===== src/rtl/maxpool2x2_stream.sv =====
// Streaming 2x2 / stride-2 max-pool over a raster-ordered valid/ready stream.
// Even rows fold horizontal pairs into a half-row buffer; odd rows combine
// their own pair with the buffered value and emit one pooled sample per block.
module maxpool2x2_stream #(
    parameter int DATA_WIDTH = 32,
    parameter int ROW_WIDTH  = 26,
    parameter int ROWS       = 26
) (
    input  logic                  clk_i,
    input  logic                  rst_i,
    input  logic                  clear_i,
    input  logic [DATA_WIDTH-1:0] in_data_i,
    input  logic                  in_valid_i,
    output logic                  in_ready_o,
    output logic [DATA_WIDTH-1:0] out_data_o,
    output logic                  out_valid_o,
    input  logic                  out_ready_i,
    output logic                  out_last_o,
    output logic                  busy_o
);

    localparam int CW    = $clog2(ROW_WIDTH);
    localparam int RW    = $clog2(ROWS);
    localparam int DEPTH = ROW_WIDTH / 2;
    localparam int KW    = (DEPTH > 1) ? $clog2(DEPTH) : 1;

    logic [CW-1:0]         col;
    logic [RW-1:0]         row;
    logic [DATA_WIDTH-1:0] pair_q;
    logic [DATA_WIDTH-1:0] row_buf [DEPTH];

    logic                  accept;
    logic                  xfer;
    logic                  col_last;
    logic                  row_last;
    logic                  load_out;
    logic                  write_buf;
    logic [KW-1:0]         k;
    logic [DATA_WIDTH-1:0] pair_max;
    logic [DATA_WIDTH-1:0] blk_max;

    assign in_ready_o = !clear_i && (!out_valid_o || out_ready_i);
    assign accept     = in_valid_i && in_ready_o;
    assign xfer       = out_valid_o && out_ready_i;
    assign col_last   = (col == CW'(ROW_WIDTH - 1));
    assign row_last   = (row == RW'(ROWS - 1));
    assign k          = KW'(col >> 1);
    assign write_buf  = accept && !row[0] && col[0];
    assign load_out   = accept && row[0] && col[0];

    // Signed maxima: horizontal pair, then pair against the buffered upper row
    always_comb begin
        pair_max = pair_q;
        if ($signed(in_data_i) > $signed(pair_q)) begin
            pair_max = in_data_i;
        end
        blk_max = row_buf[k];
        if ($signed(pair_max) > $signed(row_buf[k])) begin
            blk_max = pair_max;
        end
    end

    // Half-row buffer: always written on an even row before being read on the odd row
    always_ff @(posedge clk_i) begin
        if (write_buf) begin
            row_buf[k] <= pair_max;
        end
    end

    // Position counters, pair register, output register and frame status
    always_ff @(posedge clk_i) begin
        if (rst_i) begin
            col         <= '0;
            row         <= '0;
            pair_q      <= '0;
            out_data_o  <= '0;
            out_valid_o <= 1'b0;
            out_last_o  <= 1'b0;
            busy_o      <= 1'b0;
        end else if (clear_i) begin
            col         <= '0;
            row         <= '0;
            pair_q      <= '0;
            out_valid_o <= 1'b0;
            out_last_o  <= 1'b0;
            busy_o      <= 1'b0;
        end else begin
            if (accept) begin
                if (!col[0]) begin
                    pair_q <= in_data_i;
                end
                if (col_last) begin
                    col <= '0;
                    row <= row_last ? '0 : row + 1'b1;
                end else begin
                    col <= col + 1'b1;
                end
            end

            // A load in the same cycle as a transfer keeps valid high back-to-back
            if (load_out) begin
                out_data_o  <= blk_max;
                out_valid_o <= 1'b1;
                out_last_o  <= row_last && col_last;
            end else if (xfer) begin
                out_valid_o <= 1'b0;
            end

            // Accept of the next frame's first sample wins over the last transfer
            if (accept) begin
                busy_o <= 1'b1;
            end else if (xfer && out_last_o) begin
                busy_o <= 1'b0;
            end
        end
    end

endmodule

===== config.mk =====
export PLATFORM = sky130hd
export DESIGN_NAME = maxpool2x2_stream
export DESIGN_NICKNAME = d
export VERILOG_FILES = /design/src/rtl/maxpool2x2_stream.sv
export SDC_FILE = /design/constraint.sdc
export NUM_CORES = 1
export LEC_CHECK = 0
export BUFFER_PORTS_ARGS = -buffer_cell sky130_fd_sc_hd__buf_2
export CAP_MARGIN = 0
export CELL_PAD_IN_SITES_DETAIL_PLACEMENT = 1
export CELL_PAD_IN_SITES_GLOBAL_PLACEMENT = 2
export CORE_MARGIN = 8
export CORE_UTILIZATION = 35
export CTS_CLUSTER_DIAMETER = 60
export DETAILED_ROUTE_END_ITERATION = 8
export PLACE_DENSITY_LB_ADDON = 0.1
export RECOVER_POWER = 100
export REMOVE_ABC_BUFFERS = 1
export SKIP_CTS_REPAIR_TIMING = 1
export SYNTH_ARGS = -nofsm -noshare
export SYNTH_HDL_FRONTEND = slang
export SYNTH_SLANG_ARGS = --single-unit

===== constraint.sdc =====
create_clock -name clk_i -period 6.3 [get_ports clk_i]
set_input_delay 0.63 -clock clk_i [delete_from_list [all_inputs] [get_ports clk_i]]
set_output_delay 0.63 -clock clk_i [all_outputs]
set_load 0.01 [all_outputs]

-- Word-level counts from Yosys, hierarchy flattened
Memory sizes are Yosys's and may differ from the RTL's. A register that Yosys moved wholly into a read port is not among the register bits.
Cells that the tools add are included.
- add/subtract/negate cells: 2
- multiply operators: 0
- divide/modulo/power cells: 0
- order comparisons: 2
- equal/unequal tests: 2
- shift-type cells: 0
- muxes and demuxes: 12
- bitwise operators: 2
- reduce and logical (&&, ||, !) cells: 19
- operator list (cell ; number):
    $gt A32 B32 Y1 ; 2
    $mux W32 ; 2
    $add A5 B1 Y5 const B ; 2
    $eq A5 B5 Y1 const B ; 2
    $mux W5 ; 2
    $logic_and A1 B1 Y1 ; 9
    $mux W4 ; 2
    $mux W1 ; 6
    $reduce_and A2 Y1 ; 3
    $reduce_bool A2 Y1 ; 2
    $logic_not A1 Y1 ; 3
    $not A1 Y1 ; 2
    $reduce_or A2 Y1 ; 1
    $logic_or A1 B1 Y1 ; 1
- register bits after elaboration: 77
- bits in latches: 0
- RAM bits: 416
- memory bits (read-only): 0
- input bits: 37
- output and inout port bits: 36
- word-level logic and storage cells: 47
- memories kept: 1
- memory list (name ; depth ; width ; rd ports ; clocked after Yosys merged registers in ; write ports ; line ; source):
    row_buf ; 13 ; 32 ; 1 ; 1 ; 1 ; 30 ; logic [DATA_WIDTH-1:0] row_buf [DEPTH];

-- Longest topological paths before layout
- depth after elaboration: 8
- mapped depth: 24
- depth with buffers taken out: 19

-- Least setup slack after synthesis
No wires, ideal clock.
- kind: input port to flip-flop
- from: input port out_ready_i
- to: memory row_buf[12][0], enable pin
- library setup time: 501 ps
- arrival: 4685 ps
- data required time: 5799 ps
- slack: 1114 ps
- cell stages on the path: 6
- path buffers: 1
- path through: nand2b_1 -> nor2b_1 -> and2_1 -> clkbuf_1 -> nand3b_1 -> nor4_1
- longest elaborated chain between the ends: 7
- RTL lines (item ; line ; source):
    start: declaration ; 17 ; input logic out_ready_i,
    $logic_or A1 B1 Y1 ; 42 ; assign in_ready_o = !clear_i && (!out_valid_o || out_ready_i);
    $logic_and A1 B1 Y1 ; 42 ;
    net in_ready_o ; 14 ; output logic in_ready_o,
    $logic_and A1 B1 Y1 ; 43 ; assign accept = in_valid_i && in_ready_o;
    $logic_and A1 B1 Y1 (2 in a row) ; 48 ; assign write_buf = accept && !row[0] && col[0];
    $mux W1 ; 65 ; if (write_buf) begin
    $mux W1 (not written as such) ; 66 ; row_buf[k] <= pair_max;
    end: declaration ; 30 ;
The timed path passes the listed nets, and every way through them passes these cells.

-- Worst setup path in the final report
- from: register pair_q[31]
- to: register out_data_o[14]
- longest elaborated chain between the ends: 4
- RTL lines (item ; line ; source):
    start: declaration ; 29 ; logic [DATA_WIDTH-1:0] pair_q;
    start signal: assignment ; 90 ; pair_q <= in_data_i;
    $gt A32 B32 Y1 ; 54 ; if ($signed(in_data_i) > $signed(pair_q)) begin
    $mux W32 ; 54 ;
    net pair_max[12] ; 39 ; logic [DATA_WIDTH-1:0] pair_max;
    $gt A32 B32 Y1 ; 58 ; if ($signed(pair_max) > $signed(row_buf[k])) begin
    $mux W32 ; 58 ;
    end signal: assignment ; 102 ; out_data_o <= blk_max;
    end: declaration ; 15 ; output logic [DATA_WIDTH-1:0] out_data_o,
The timed path passes the listed nets, and every way through them passes these cells.
A chain may end at the register's enable or synchronous reset.

==> flow_results.org <==
** Timing
- At the pin with the least slew margin, the transition time is 3140 ps.
- Post-route clock period utilization :: 0.940
- Based on the critical path, the design can be clocked at up to 169 MHz.
- Count of endpoints failing hold in the final timing report :: 0
- Final critical path time including I/O delays and setup :: between 5000 and 6000 ps
- Clock skew on the completed layout was measured at between 40 and 50 ps.
- The final max-slew violation count was approximately 460.
- Setup repair after global routing left no endpoint under its margin.
- Max-slew headroom :: -1.09
- Setup total negative slack on the finished layout was measured at 0 ps.
- Setup violations remaining at the end of the flow were counted as 0.
- Hold slack :: 281 ps

** Power and ir drop
- Switch Pwr :: 0.00178 W
- Cell-internal power :: 0.00575 W
- The share of total power dissipated in sequential elements is 0.481.
- Share of power burned in the clock network :: 0.454
- The share of total power dissipated in combinational logic is 0.064.
- Peak supply drop :: between 0.2 and 0.25 mV
- The completed layout was analyzed and its total power is roughly 0.0075 W.
- Of the total power, the share spent switching nets is 0.237.
- Pleak :: 8.19 nW
- In this run the power density over the cells is a little under 300 nW/um^2.

** Floorplan
- Number of top-level pins :: 73
- Site Rows :: 93
- The die is 270 um wide.
- Overall die area :: 72,800 sq um
- Vertical die dimension :: 270 um
- Area of the core :: 64,100 sq um
- The initial utilization of the core area, before any placement, comes to 0.352.

** Global routing
- Number of antenna violations at the first check in global routing :: 0
- The first global-routing pass estimated 100,000 um of wire.
- After global routing the overflow that remains totals 0.
- GRT Overall Usage :: 0.182
- Entering global routing, the biggest net connects 129 pins.
- Vias in the first global route :: ~15,000

** Synthesis
- Count of unique library cells instantiated by Yosys :: 56
- Among all flip-flop cells after synthesis, the most frequent one is edfxtp_1.
- In this run, synthesis produced a sequential element count of 497.
- During synthesis, Yosys emitted a total of 0 warnings.
- Share of synthesized area occupied by flip-flops and latches :: 0.626
- Number of cells produced by synthesis :: 1,547
- The share of synthesized area in the top cell type comes to 0.554.
- Library cell with the largest summed area after synthesis :: edfxtp_1
- Synthesized area :: 22,500 sq um
- Post-synthesis area per instance :: roughly 15 sq um
- After synthesis, the share of flip-flops with an asynchronous set or reset is 0.
- The commonest cells after synthesis are edfxtp_1, nand2_1, mux4_2.
- Number of enable-type register cells in the synthesized netlist :: 416
- The most common cell in the synthesized netlist is edfxtp_1.
- Leading post-synthesis cells by cell area :: edfxtp_1, mux4_2, dfxtp_1

** CTS
- CTS H-tree depth :: 2
- Bufs on Longest Clock Path :: 3
- CTS buffer count :: 58
- Worst-skew pair later-pin latency :: 630 ps
- CTS Root Cell :: clkbuf_16
- For this design, the sink count on the clock tree is 497.
- After clock tree synthesis, the clock-pin slew on the worst setup and hold paths is 60 ps.
- Clock tree from TritonCTS :: done

** Worst setup path
- Crit-path cells :: inv_1 -> ha_4 -> nand4_1 -> or4_1 -> nor2_2 -> o31ai_2 -> and2_0 -> buf_4 -> a41o_1 -> a211oi_2 -> inv_1 -> ha_1 -> and4_1 -> nand4_1 -> o32ai_1 -> a21oi_2 -> o21a_1 -> a211oi_1
- R2r endpoint :: out_data_o[14]$_SDFFE_PP0P_
- The startpoint identified for the worst register-to-register timing path is pair_q[31]$_SDFFE_PP0P_.
- The setup path with the least slack is of type register to register.
- Slack of the worst reg-to-reg path :: approximately 380 ps
- STA classifies the critical path endpoint as a register.
- Category of the worst setup path launch point :: register
- For this run, the slowest stage of the critical path takes 860 ps.
- In this run the worst path has a maximum fanout of 25.
- Slowest cell on the critical path :: o32ai_1
- For the worst flop-to-flop path, the logic depth is 18.
- Data arrival time at the worst-slack endpoint :: 6440 ps
- Endpoint required time on the critical path :: 6820 ps

** Finish
- Once layout is complete, the cells apart from fillers number about 2,600.
- Final core area utilization :: 0.404
- Number of antenna diodes :: 0
- Summing all multi-input logic gate instances after layout gives approximately 7700 sq um.
- The area growth from synthesis to layout is 14.8%.
- The layout has around 6,500 filler cells.
- Net total in the final layout :: 1,757
- Fraction of layout cells with a size suffix above 1 :: 0.185
- Summing all flip-flop and latch instances after layout gives 14,100 sq um.

** Placed design
- GP Congestion :: approximately 0.74
- Buffers placed on the I/O ports in this run total 72.
- Once detailed placement completed, the half-perimeter wirelength came to 41,900 um.
- After detailed placement, the design holds a cell count of 2,446.

** Job
- Max-capacitance violation count :: 22

** Outcome
- Failing checks :: capacitance limit, slew limit
- The flow ran to the end, but the final reports show violations.

** Min path
- For hold timing, the worst endpoint is pair_q[0]$_SDFFE_PP0P_.
- Worst min-delay path class :: input pin to register
- In this run the most critical hold path is launched from in_data_i[0].
- Min-Delay Path Depth :: 3

** Drt
- Vias :: 13,900
- DRT Wirelength :: 67,400 um
- Before antenna repair, the detailed router went through 5 iterations.
- In the routed layout, each cell is associated on average with a via count of 5.45.
- The count of nets left with antenna violations once routing finished came out at 0.
- DRC viols :: 0
- The first routing iteration left 1,023 violations.
- Dividing the detail-routed wire length by the instance count gives 26.4 um.
-- registers in the layout, indices dropped and copies added (netlist names), named ones only --
name,cells
row_buf,416
out_data_o,32
col,5
row,5
busy_o,1
out_valid_o,1
pair_q,32
out_last_o,1
-- worst max-delay path, delay by kind of cell, from the launching register on --
kind                     cells  cell delay, ps
buffers and inverters        3             480
AND/OR/NAND/NOR              6            1720
flip-flops                   1             440
AO/OA/AOI/OAI                7            2590
adder cells (fa/ha/maj)      2             580
-- worst max-delay path by stage --
stage | endpoint | start | slack, ps
after floorplan | out_data_o[10]$_SDFFE_PP0P_ | in_data_i[31] | -2460
after global placement | out_data_o[1]$_SDFFE_PP0P_ | in_data_i[23] | 60
after detailed placement | out_data_o[1]$_SDFFE_PP0P_ | in_data_i[23] | -80
after CTS | out_data_o[1]$_SDFFE_PP0P_ | pair_q[31]$_SDFFE_PP0P_ | 240
after global routing | out_data_o[21]$_SDFFE_PP0P_ | pair_q[31]$_SDFFE_PP0P_ | 50
final | out_data_o[14]$_SDFFE_PP0P_ | pair_q[31]$_SDFFE_PP0P_ | 380
-- area by class of cell --
cell class	instances	area share
timing repair buffer	153	0.0297
multi-input combinational	875	0.298
clock inverter	43	0.0177
sequential	497	0.546
tap	855	0.0413
inverter	67	0.00972
clock buffer	66	0.0581
-- placed cells by master, fill, tap and decap left out, types with 32 or more instances in the layout --
| master | n |
|---|---|
| a21oi_1 | 83 |
| buf_2 | 36 |
| clkbuf_1 | 91 |
| clkbuf_16 | 59 |
| dfxtp_1 | 77 |
| edfxtp_1 | 416 |
| ha_1 | 67 |
| inv_1 | 66 |
| mux4_2 | 113 |
| nand2_1 | 137 |
| nand2b_1 | 49 |
| nand3_1 | 33 |
| nand3b_1 | 32 |
| nor2_1 | 47 |
| o211ai_1 | 34 |
-- routing by layer --
metal	global-route usage	up-vias	share of wire
li1	-	6271	-
met1	0.253	7313	0.46
met2	0.301	269	0.48
met3	0.0243	82	0.037
met4	0.0443	0	0.023
met5	0	-	0
-- power groups by stage --
stage,Sequential [W],Clock (W),Combinational (W)
6_report,0.00362,0.00342,0.000485
3_3_place_gp,0.00369,0,0.000497
4_1_cts,0.00362,0.00352,0.000512
3_5_place_dp,0.00369,0,0.000510
5_1_grt,0.00362,0.00363,0.000540
2_1_floorplan,0.00370,0,0.000275
-- cell families (layout without fill, tap and decap cells) --
kind of cell               Yosys count  after routing  synth area share
DFF                                497            497             0.626
xor gates and xnor gates             7              7           0.00272
buffers and inverters              176            329            0.0321
adders and majority gates           68             68            0.0377
AOI/OAI and AO/OA                  287            288            0.0945
muxes                              128            128             0.120
and+or+nand+nor                    384            384            0.0867
-- per-stage QoR --
step	cell area (sq um)	worst slack, ps
6_report	25900	378
5_1_grt	25900	45.5
4_1_cts	26200	237
3_5_place_dp	24300	-79.3
3_3_place_gp	24300	56.8
2_1_floorplan	22100	-2460
Note: power is estimated with default switching activity, not from simulation.
